--- src/rtl/gear_shift_scheduler.sv ---
// Gear shift scheduler: edge-detected manual/auto requests, one pending slot, timed actuator drive and settle.
// Optional auto-request path enabled by defining GEAR_SHIFT_AUTO_EN.
module gear_shift_scheduler #(
  parameter int unsigned MIN_GEAR      = 1,
  parameter int unsigned MAX_GEAR      = 9,
  parameter int unsigned PULSE_CYCLES  = 50,
  parameter int unsigned SETTLE_CYCLES = 200,
  localparam int unsigned GEAR_W       = 4,
  localparam int unsigned CNT_W        = 16
) (
  input  logic              clk,
  input  logic              reset,
  input  logic              up_req,
  input  logic              down_req,
  input  logic              auto_up,
  input  logic              auto_down,
  input  logic              auto_mode,
  input  logic              act_ready,
  output logic [GEAR_W-1:0] gear,
  output logic              out1,
  output logic              out2,
  output logic              busy,
  output logic              limit_hit
);

  typedef enum logic [1:0] {
    IDLE     = 2'd0,
    WAIT_ACT = 2'd1,
    DRIVE    = 2'd2,
    SETTLE   = 2'd3
  } state_e;

  state_e             state_q, state_d;
  logic               slot_vld_q, slot_vld_d;
  logic               slot_up_q, slot_up_d;
  logic               dir_up_q, dir_up_d;
  logic [CNT_W-1:0]   cnt_q, cnt_d;
  logic [GEAR_W-1:0]  gear_q, gear_d;
  logic               out1_q, out1_d;
  logic               out2_q, out2_d;
  logic               busy_q, busy_d;
  logic               limit_q, limit_d;
  logic               up_prev_q, dn_prev_q;
  logic               up_edge_q, up_edge_d;
  logic               dn_edge_q, dn_edge_d;
  logic               primed_q;

  logic auto_up_c, auto_dn_c;
  logic req_vld_c, req_up_c;
  logic eff_vld_c, eff_up_c;
  logic at_limit_c;

`ifdef GEAR_SHIFT_AUTO_EN
  assign auto_up_c = auto_mode & auto_up;
  assign auto_dn_c = auto_mode & auto_down;
`else
  logic auto_unused_c;
  assign auto_unused_c = auto_mode ^ auto_up ^ auto_down;
  assign auto_up_c     = 1'b0;
  assign auto_dn_c     = 1'b0;
`endif

  // Edges are suppressed on the first cycle after reset so a held button stays silent.
  assign up_edge_d = primed_q & up_req & ~up_prev_q;
  assign dn_edge_d = primed_q & down_req & ~dn_prev_q;

  // Merge sources (manual wins), then fold the new request into the pending slot.
  always_comb begin
    req_vld_c = 1'b0;
    req_up_c  = 1'b0;
    if (up_edge_q | dn_edge_q) begin
      req_vld_c = up_edge_q ^ dn_edge_q;
      req_up_c  = up_edge_q;
    end else begin
      req_vld_c = auto_up_c ^ auto_dn_c;
      req_up_c  = auto_up_c;
    end

    eff_vld_c = slot_vld_q;
    eff_up_c  = slot_up_q;
    if (req_vld_c) begin
      if (slot_vld_q && (slot_up_q != req_up_c)) begin
        eff_vld_c = 1'b0;
      end else begin
        eff_vld_c = 1'b1;
        eff_up_c  = req_up_c;
      end
    end

    at_limit_c = eff_up_c ? (gear_q >= GEAR_W'(MAX_GEAR)) : (gear_q <= GEAR_W'(MIN_GEAR));
  end

  always_comb begin
    state_d    = state_q;
    slot_vld_d = eff_vld_c;
    slot_up_d  = eff_up_c;
    dir_up_d   = dir_up_q;
    cnt_d      = cnt_q;
    gear_d     = gear_q;
    out1_d     = 1'b0;
    out2_d     = 1'b0;
    limit_d    = 1'b0;

    unique case (state_q)
      IDLE, WAIT_ACT: begin
        if (eff_vld_c && at_limit_c) begin
          slot_vld_d = 1'b0;
          limit_d    = 1'b1;
          state_d    = IDLE;
        end else if (eff_vld_c && act_ready) begin
          state_d    = DRIVE;
          slot_vld_d = 1'b0;
          dir_up_d   = eff_up_c;
          cnt_d      = CNT_W'(PULSE_CYCLES);
          out1_d     = eff_up_c;
          out2_d     = ~eff_up_c;
        end else if (eff_vld_c) begin
          state_d = WAIT_ACT;
        end else if (act_ready) begin
          // Slot was cancelled while waiting; nothing left to drive.
          state_d = IDLE;
        end
      end
      DRIVE: begin
        if (cnt_q <= CNT_W'(1)) begin
          state_d = SETTLE;
          cnt_d   = CNT_W'(SETTLE_CYCLES);
          if (dir_up_q && (gear_q < GEAR_W'(MAX_GEAR))) begin
            gear_d = gear_q + GEAR_W'(1);
          end else if (!dir_up_q && (gear_q > GEAR_W'(MIN_GEAR))) begin
            gear_d = gear_q - GEAR_W'(1);
          end
        end else begin
          cnt_d  = cnt_q - CNT_W'(1);
          out1_d = dir_up_q;
          out2_d = ~dir_up_q;
        end
      end
      SETTLE: begin
        if (cnt_q <= CNT_W'(1)) begin
          state_d = IDLE;
          cnt_d   = '0;
        end else begin
          cnt_d = cnt_q - CNT_W'(1);
        end
      end
      default: begin
        state_d = IDLE;
      end
    endcase

    busy_d = (state_d != IDLE);
  end

  always_ff @(posedge clk or negedge reset) begin
    if (!reset) begin
      state_q    <= IDLE;
      slot_vld_q <= 1'b0;
      slot_up_q  <= 1'b0;
      dir_up_q   <= 1'b0;
      cnt_q      <= '0;
      gear_q     <= GEAR_W'(MIN_GEAR);
      out1_q     <= 1'b0;
      out2_q     <= 1'b0;
      busy_q     <= 1'b0;
      limit_q    <= 1'b0;
      up_prev_q  <= 1'b0;
      dn_prev_q  <= 1'b0;
      up_edge_q  <= 1'b0;
      dn_edge_q  <= 1'b0;
      primed_q   <= 1'b0;
    end else begin
      state_q    <= state_d;
      slot_vld_q <= slot_vld_d;
      slot_up_q  <= slot_up_d;
      dir_up_q   <= dir_up_d;
      cnt_q      <= cnt_d;
      gear_q     <= gear_d;
      out1_q     <= out1_d;
      out2_q     <= out2_d;
      busy_q     <= busy_d;
      limit_q    <= limit_d;
      up_prev_q  <= up_req;
      dn_prev_q  <= down_req;
      up_edge_q  <= up_edge_d;
      dn_edge_q  <= dn_edge_d;
      primed_q   <= 1'b1;
    end
  end

  assign gear      = gear_q;
  assign out1      = out1_q;
  assign out2      = out2_q;
  assign busy      = busy_q;
  assign limit_hit = limit_q;

endmodule

--- config.mk ---
export PLATFORM = sky130hd
export DESIGN_NAME = gear_shift_scheduler
export DESIGN_NICKNAME = d
export VERILOG_FILES = /design/src/rtl/gear_shift_scheduler.sv
export SDC_FILE = /design/constraint.sdc
export NUM_CORES = 1
export LEC_CHECK = 0
export ABC_AREA = 1
export BUFFER_PORTS_ARGS = -buffer_cell sky130_fd_sc_hd__buf_2
export CORE_MARGIN = 2
export CORE_UTILIZATION = 35
export CTS_CLUSTER_SIZE = 12
export DETAILED_ROUTE_END_ITERATION = 10
export MAX_ROUTING_LAYER = met4
export SYNTH_ARGS = -nofsm -noshare
export SYNTH_HDL_FRONTEND = slang
export SYNTH_SLANG_ARGS = --single-unit
--- constraint.sdc ---
create_clock -name clk -period 1.9 [get_ports clk]
set_clock_uncertainty 0.1 [all_clocks]
set_input_delay 0.285 -clock clk [delete_from_list [all_inputs] [get_ports clk]]
set_output_delay 0.285 -clock clk [all_outputs]
set_load 0.01 [all_outputs]
==> results.md, run 1 <==
- Die Outline Area: 6770 um^2
- Final Routed Wirelength: 4.67 mm
- Cell with the largest stage delay on the worst path: dfrtp_1
- Area post-placement: 2360 um^2
- Insertion delay to the later sink of the worst-skew pair: 290 ps
- Worst EP arrival: 1920 ps
- Worst reg2reg endpoint: cnt_q[14]
- Synthesized cell area: 2140 um^2
- Worst reg2reg path depth: 12
- Global routing usage summed across all routing layers: 15.7%
- Core Area: 5920 um^2
- Total number of vias: 1910
- Share of the core filled with cells: 44.5%
- Total DRC errors in the routed layout: 0
- Worst-path maximum fanout: 4
- Number of top-level design ports: 16
- First-pass iteration count of the detailed router: 4
- Net count after synthesis: 302
- Ratio of final minimum period to clock period: 96.7%
- Areal power density over the cells: 616 nW/um^2
- Clock power frac: 42.0%
- Clock transition at path regs: 80 ps
- Width of the die: 82.3 um
- Critical path endpoint category: flop
- Starting density of the core: 36.2%
- Final hold vios: 0
- ANT nets after route: 0
- Max FFs per register: 16
- Top reg by flops: cnt_q
- Maximum buffer depth of the clock tree: 2
- Power dissipated by switching net loads: 0.420 mW
- Worst-case register-to-register setup slack: 60 ps
- Delay contributed by the slowest stage of the critical path: 380 ps
- Number of CTS-inserted buffers: 5
- Hold depth: 1
- Most used cell, CP: nand2_2
- Number of sinks driven by the clock tree: 34
- Filler Cells Inserted: 588
- Total half-perimeter wirelength after legalization and detailed placement: 3.08 mm
- CTS H-Tree Depth: 2
- Nature of the critical path startpoint: flop
- Max_cap viols: 0
- Largest net degree at the start of global routing: 35
- Run status: finished clean
- Mapped Avg Cell Area: 7.44 um^2
- Die Y-Extent: 82.3 um
- Commonest non-fill, non-tap cells in the layout: nand2_1 (87), nand3_1 (35), dfrtp_1 (33), inv_1 (27), nor2_1 (26)
- IO buf count: 12
- Sequential share of the synthesized area: 39.8%
- Cell variety after synth: 29
- R2r startpoint: up_edge_q
- Classification of the worst-slack hold path: in -> reg
- Leakage power total: 1.28 nW
- Max-slew violation total from the final report: 0
- Clock Tree Root: clkbuf_8
- Post-synth top area share: 38.5%
- TritonCTS clock tree: yes
- Internal Dissipation: 1.20 mW
- Crit path cell chain: inv_2 -> ha_4 -> inv_2 -> nor2_4 -> nand2_2 -> nand2_2 -> nand2_2 -> nand2_4 -> buf_4 -> nand3_2 -> nand3_1 -> nand2_1
- Total of flip-flops plus latches after synthesis: 34
- Share of cells above drive strength 1: 24.4%
- Most common cell after layout, fill and taps aside: nand2_1
- Area growth from synthesis to layout: 22.8%
- Avg WL per Cell: 11.7 um
- Share of power burned in combinational logic: 11.7%
- # nets final: 337
- Number of DRC markers in iteration 0: 92
- RSZ-0062 raised after global routing: true
- Cell type with the largest total area after synthesis: dfrtp_1
- Beginning of the worst hold path: up_req
- Upper clock frequency limit: 544 MHz
- Startpoint-to-endpoint class of the critical path: reg -> reg
- Final setup violation count: 0
- Number of antenna violations at the first check in global routing: 0
- Final GP Congestion: 0.810
- Global-route wire length before repair: 7.94 mm
- Post-synthesis instance total: 288
- Terminating pin of the worst hold path: up_prev_q
- Remaining global-route overflow: 0
- Diodes inserted: 0
- Via density: 4.79
- Worst EP required: 1990 ps
- Peak supply drop: 0.000420 V
- Non-Filler Cell Area, Final: 2630 um^2
- Synth warn: 0
- Post-layout minimum cycle time: 1840 ps
- Sequential group share of total power: 46.3%
- Switching power as a share of total power: 25.9%
- Synth area leaders: dfrtp_1 (39%), nand2_1 (16%), nand3_1 (8.6%), inv_1 (5.1%), nor2_1 (4.9%)
- Num rows: 28
- Via count of the first global-routing pass: 1784
-- final cells by class --
type / instances / area, um^2 / share of cell area, %
Clock inverter: 3 / 45.0 / 1.71
Clock buffer: 5 / 68.8 / 2.61
Multi-Input combinational cell: 221 / 1240 / 47.1
Inverter: 31 / 116 / 4.42
Sequential cell: 34 / 852 / 32.4
Timing Repair Buffer: 30 / 216 / 8.22
Tap cell: 75 / 93.8 / 3.56
-- cell usage after synthesis --
library cell,instances
nand2_1,92
nand3_1,37
dfrtp_1,33
inv_1,29
nor2_1,28
xor2_1,7
ha_1,6
nand2_2,6
nand4_1,6
nand3_2,4
nor2_2,4
o21ai_0,4
o21ai_1,4
xnor2_1,4
nor2_4,3
a21oi_1,2
buf_6,2
clkbuf_1,2
inv_2,2
nand2_4,2
nor3_1,2
o21ai_2,2
a21boi_0,1
conb_1,1
dfstp_2,1
nand3_4,1
nand3b_1,1
nor2_8,1
o21bai_1,1
-- metrics by stage --
step           worst slack (ps)  hold slack (ps)  total power [mW]  setup TNS, ps  cells
2_1_floorplan               119             -111             0.829              0    288
3_3_place_gp               71.2              251             0.890              0    384
3_5_place_dp               56.8              255             0.892              0    384
4_1_cts                    15.4             3.37              1.59              0    394
5_1_grt                   -38.4            -3.51              1.70           -266    399
6_report                   63.0             12.0              1.62              0    399
-- how the worst max path moves through the flow --
stage / startpoint / endpoint / slack (ps) / depth (start not counted)
after floorplan: gear[0] / cnt_q[14] / 120 / 9
after global placement: gear[0] / cnt_q[1] / 70 / 12
after detailed placement: up_edge_q / cnt_q[1] / 60 / 12
after CTS: up_edge_q / cnt_q[12] / 20 / 11
after global routing: up_edge_q / dir_up_q / -40 / 12
final: up_edge_q / cnt_q[14] / 60 / 12
-- power by group through the flow --
stage	registers, mW	clock network (mW)	logic (mW)
floorplan	0.759	0	0.0699
global placement	0.760	0	0.130
detailed placement	0.760	0	0.133
CTS	0.747	0.701	0.146
global route	0.752	0.733	0.211
finish	0.750	0.682	0.189
-- metal layers --
metal	vias up	GRT usage (%)	part of all wire, %
met5	-	-	0
met4	0	4.00	1.2
met3	7	3.26	2.7
met2	27	25.7	49
met1	888	19.8	47
li1	988	-	-
-- what timing repair did --
item	CTS	global route
gates resized for setup	1	19
setup buffers	0	3
cloned	1	1
pin swaps	1	7
hold buffers	1	1
setup endpoints to repair	3	24
hold endpoints to repair	33	1
-- logic make-up (layout without fill, tap and decap cells) --
| kind of cell | after synthesis | after routing | synth area share, % |
|---|---|---|---|
| XOR/XNOR | 11 | 11 | 4.49 |
| buffers and inverters | 35 | 69 | 6.83 |
| other | 1 | 1 | 0.175 |
| AND/OR/NAND/NOR | 187 | 189 | 41.4 |
| AO/OA/AOI/OAI | 14 | 14 | 3.85 |
| flip-flops | 34 | 34 | 39.8 |
| adder cells (fa/ha/maj) | 6 | 6 | 3.50 |
-- worst max-delay path: cells and delay by family (launching register included) --
kind | cells | cell delay [ps]
and+or+nand+nor | 8 | 740
DFF | 1 | 380
adders and majority gates | 1 | 270
buffers and inverters | 3 | 230
Note: power is estimated with default switching activity, not from simulation.
==> inputs of run 2 (changes only) <==
- CORE_UTILIZATION: 35 -> 50
- PLACE_DENSITY: unset -> 0.68
- SETUP_SLACK_MARGIN: unset -> 0.2
==> run 2 against run 1 <==
Maximum frequency up 5.3%. Global-route usage rose by 5.9 points. Via count grew 2.9%. Cell area increased by 4.0%. Largest cell class unchanged. Largest power group is now the clock network.
==> results.md, run 2 (synthesis gave the netlist of run 1 again) <==
- Number of DRC markers in iteration 0: 134
- Die Y-Extent: 69.5 um
- TritonCTS clock tree: yes
- Classification of the worst-slack hold path: in -> reg
- Clock Tree Root: clkbuf_8
- Total half-perimeter wirelength after legalization and detailed placement: 3.10 mm
- Upper clock frequency limit: 573 MHz
- Top reg by flops: cnt_q
- Num rows: 23
- Worst reg2reg path depth: 10
- Number of top-level design ports: 16
- Commonest non-fill, non-tap cells in the layout: nand2_1 (77), dfrtp_1 (33), nand3_1 (29), nor2_1 (23), inv_1 (21)
- Total Neg Setup Slack: 0 ps
- Insertion delay to the later sink of the worst-skew pair: 290 ps
- Via density: 5.25
- Number of CTS-inserted buffers: 5
- Hold depth: 1
- Leakage power total: 1.31 nW
- Final setup violation count: 0
- Share of the core filled with cells: 67.5%
- Clock transition at path regs: 80 ps
- Max-slew violation total from the final report: 0
- Width of the die: 69.5 um
- Die Outline Area: 4830 um^2
- Number of antenna violations at the first check in global routing: 0
- # nets final: 337
- Maximum buffer depth of the clock tree: 2
- Starting density of the core: 52.8%
- Final Routed Wirelength: 5.06 mm
- Worst EP arrival: 1830 ps
- Worst-case register-to-register setup slack: 160 ps
- Most common cell after layout, fill and taps aside: nand2_1
- Avg WL per Cell: 13.5 um
- Via count of the first global-routing pass: 1821
- Peak supply drop: 0.000456 V
- Nature of the critical path startpoint: flop
- Startpoint-to-endpoint class of the critical path: reg -> reg
- Filler Cells Inserted: 344
- RSZ-0062 raised after global routing: true
- Ratio of final minimum period to clock period: 91.8%
- Global-route wire length before repair: 8.28 mm
- Max FFs per register: 16
- Final GP Congestion: 0.875
- Terminating pin of the worst hold path: dn_prev_q
- Critical path endpoint category: flop
- Worst EP required: 1980 ps
- CTS H-Tree Depth: 2
- Core Area: 4060 um^2
- Remaining global-route overflow: 0
- Worst reg2reg endpoint: dir_up_q
- IO buf count: 12
- Total power consumption of the routed design: 1.73 mW
- Worst-path maximum fanout: 5
- Number of sinks driven by the clock tree: 34
- Max_cap viols: 0
- Diodes inserted: 0
- R2r startpoint: up_edge_q
- Area growth from synthesis to layout: 27.8%
- Beginning of the worst hold path: down_req
- Total number of vias: 1965
- First-pass iteration count of the detailed router: 5
- Areal power density over the cells: 632 nW/um^2
- Global routing usage summed across all routing layers: 21.6%
- Run status: finished clean
- Post-layout minimum cycle time: 1740 ps
- Largest net degree at the start of global routing: 35
- Total DRC errors in the routed layout: 0
- Share of cells above drive strength 1: 32.7%
- Placed cells: 355
- Final instance count without filler cells: 374
- Final hold vios: 0
- ANT nets after route: 0
==> run 2: worst max path at each step <==
stage	start	end	slack, ps
finish	up_edge_q	dir_up_q	160
CTS	gear[0]	busy	160
global route	gear[0]	cnt_q[1]	40
floorplan	gear[0]	cnt_q[14]	210
detailed placement	up_edge_q	cnt_q[4]	30
global placement	gear[0]	cnt_q[1]	80
==> run 2: cell type report <==
class	instances	area (um^2)	share of cell area, %
Inverter	31	121	4.43
Tap cell	50	62.6	2.28
Multi-Input combinational cell	222	1370	50.1
Sequential cell	34	852	31.1
Clock buffer	5	68.8	2.51
Clock inverter	3	68.8	2.51
Timing Repair Buffer	29	194	7.08
==> run 2: report_power, final <==
part | internal, mW | switching (mW) | leakage, nW
Combinational | 0.0518 | 0.115 | 0.862
Clock | 0.526 | 0.289 | 0.0683
Sequential | 0.737 | 0.0125 | 0.383
==> run 2: layer usage <==
layer  vias to the layer above  global-route usage (%)  wire length, um
met3                         6                    4.51              189
met5                         -                       -                0
met1                       935                    29.9             2360
met4                         0                    5.23               63
li1                        990                       -                -
met2                        34                    32.8             2450
==> run 2: worst max-delay path: stages, from the launching register on <==
cell and delay [ps]:
dfrtp_1 390, inv_2 80, ha_4 220, nand2_2 130, nand2_1 80, nand2_2 100, nand2_2 70, nand2_4 120
nand4_1 180, nand2_1 100, nand2_1 60
==> run 2: stage by stage <==
step | hold WS (ps) | area (um^2) | setup WS (ps)
global placement | 244 | 2330 | 75.2
finish | 8.24 | 2740 | 156
detailed placement | 251 | 2330 | 29.8
CTS | 3.56 | 2570 | 161
floorplan | -111 | 2170 | 206
global route | 7.00 | 2740 | 43.6
==> run 2: what timing repair did <==
item,4_1_cts,5_1_grt
endpoints found under the setup margin,24,28
gates cloned,2,1
setup buffers,3,4
pin swaps,7,19
resized for setup,12,40
hold buffers,1,0
endpoints found under the hold margin,33,0
==> inputs of run 3 (changes only) <==
- RECOVER_POWER: unset -> 50
- SLEW_MARGIN: unset -> 20
==> run 3 against run 2 <==
Utilization decreased by 0.12 points. First-iteration DRC count unchanged. Register-to-register slack is essentially flat. Sequential share of layout area is 0.057 points higher. Die area unchanged. Sequential cell count is the same. Critical path depth is the same. Global-route usage stayed put. Via count did not move. Critical path type unchanged.
==> results.md, run 3 (synthesis gave the netlist of run 1 again) <==
- Filler Cells Inserted: 346
- Areal power density over the cells: 633 nW/um^2
- Number of buffer and inverter stages on the critical path: 1
- Width of the die: 69.5 um
- Number of sinks driven by the clock tree: 34
- Final GP Congestion: 0.875
- Commonest non-fill, non-tap cells in the layout: nand2_1 (77), dfrtp_1 (33), nand3_1 (29), nor2_1 (23), inv_1 (21)
- Via count of the first global-routing pass: 1821
- Share of cells above drive strength 1: 32.1%
- Crit path cell chain: inv_2 -> ha_4 -> nand2_2 -> nand2_1 -> nand2_2 -> nand2_2 -> nand2_4 -> nand4_1 -> nand2_1 -> nand2_1
- CTS H-Tree Depth: 2
- Global-route wire length before repair: 8.28 mm
- Final setup violation count: 0
- Worst-case register-to-register setup slack: 160 ps
- Global routing usage summed across all routing layers: 21.6%
- Ratio of final minimum period to clock period: 91.8%
- Worst EP arrival: 1830 ps
- Worst-path maximum fanout: 5
- Total number of vias: 1965
- # nets final: 337
- Power dissipated by switching net loads: 0.416 mW
- Num rows: 23
- Worst reg2reg path depth: 10
- Worst reg2reg endpoint: dir_up_q
- Internal Dissipation: 1.31 mW
- Critical path endpoint category: flop
- Classification of the worst-slack hold path: in -> reg
- Number of CTS-inserted buffers: 5
- Place WS: 29.8 ps
- CP top delay family: simple AND/OR/NAND/NOR gates
- Max-slew violation total from the final report: 0
- Remaining global-route overflow: 0
- Leakage power total: 1.31 nW
- Final hold vios: 0
- Largest net degree at the start of global routing: 35
- Total Neg Setup Slack: 0 ps
- Nature of the critical path startpoint: flop
- Upper clock frequency limit: 573 MHz
- Total half-perimeter wirelength after legalization and detailed placement: 3.10 mm
- Final Routed Wirelength: 5.07 mm
- Final instance count without filler cells: 374
- Avg WL per Cell: 13.5 um
- Top reg by flops: cnt_q
- Diodes inserted: 0
- Max FFs per register: 16
- Clock Tree Root: clkbuf_8
- Most common cell after layout, fill and taps aside: nand2_1
- Startpoint-to-endpoint class of the critical path: reg -> reg
- Crit path depth: 10
- Critical Path Sink: dir_up_q
- Die Outline Area: 4830 um^2
- RSZ-0062 raised after global routing: true
- Clock transition at path regs: 80 ps
- Die Y-Extent: 69.5 um
- Insertion delay to the later sink of the worst-skew pair: 290 ps
- Via density: 5.25
- Number of DRC markers in iteration 0: 134
- Sequential group share of total power: 43.3%
- TritonCTS clock tree: yes
- Number of antenna violations at the first check in global routing: 0
- Cell with the largest stage delay on the worst path: dfrtp_1
- Total DRC errors in the routed layout: 0
- ANT nets after route: 0
- Start point of the critical path: up_edge_q
- Clock power frac: 47.1%
- Number of top-level design ports: 16
- Worst Setup Slack, final: 156 ps
- Placed cells: 355
- First-pass iteration count of the detailed router: 5
- IO buf count: 12
- Switching power as a share of total power: 24.1%
- Peak supply drop: 0.000456 V
- Post-layout minimum cycle time: 1740 ps
- Share of power burned in combinational logic: 9.6%
- Starting density of the core: 52.8%
- Run status: finished clean
- R2r startpoint: up_edge_q
- Area growth from synthesis to layout: 27.6%
- Core Area: 4060 um^2
- Maximum buffer depth of the clock tree: 2
- Delay contributed by the slowest stage of the critical path: 390 ps
- Worst EP required: 1980 ps
- Worst slew margin relative to its limit: 41.1%
- Max_cap viols: 0
- Measured slew at the worst slew-check pin: 884 ps
[run 3: cell types whose count changed in the layout (fill, tap and decap cells not counted)]
cell | before | now
clkbuf_2 | 0 | 1
buf_2 | 12 | 10
buf_4 | 15 | 14
clkbuf_1 | 0 | 2
[run 3: cell type report]
cell class | count | area (um^2) | share of cell area [%]
inverters | 31 | 121 | 4.44
multi-input cells | 222 | 1370 | 50.2
clock inverters | 3 | 68.8 | 2.52
repair buffers | 29 | 189 | 6.91
clock buffers | 5 | 68.8 | 2.52
well taps | 50 | 62.6 | 2.29
flip-flops and latches | 34 | 852 | 31.2
[run 3: power groups by stage]
stage               sequential, mW  combinational (mW)  clock (mW)
floorplan                    0.759              0.0728           0
global placement             0.760               0.108           0
detailed placement           0.760               0.110           0
CTS                          0.747               0.145       0.830
global route                 0.752               0.183       0.862
finish                       0.750               0.166       0.815
[run 3: stage by stage]
stage	util (%)	instance area [um^2]	hold slack, ps	total power, mW
floorplan	-	2170	-111	0.832
global placement	57.5	2330	244	0.867
detailed placement	57.5	2330	251	0.870
CTS	63.4	2570	3.56	1.72
global route	67.4	2730	14.9	1.80
finish	67.4	2730	12.2	1.73
[run 3: repair_timing]
item | CTS | global route
endpoints found under the hold margin | 33 | 0
hold buffers | 1 | 0
buffers inserted | 3 | 4
cloned | 2 | 1
resized for setup | 12 | 40
setup endpoints to repair | 24 | 28
pin swaps | 7 | 19
[run 3: metal layers]
metal  routed length (um)  GRT usage [%]  part of all wire (%)
met1                 2360           29.9                    47
met2                 2460           32.8                    48
met3                  189           4.51                   3.7
met4                   63           5.23                   1.2
met5                    0              -                     0
[run 3: worst min path at each step]
stage	from	end	slack [ps]	depth (start not counted)
after CTS	down_req	dn_prev_q	4	1
after global routing	down_req	dn_prev_q	10	1
final	down_req	dn_prev_q	10	1
after detailed placement	reset	dn_edge_q	250	2
after global placement	reset	dn_edge_q	240	2
after floorplan	reset	busy	-110	0
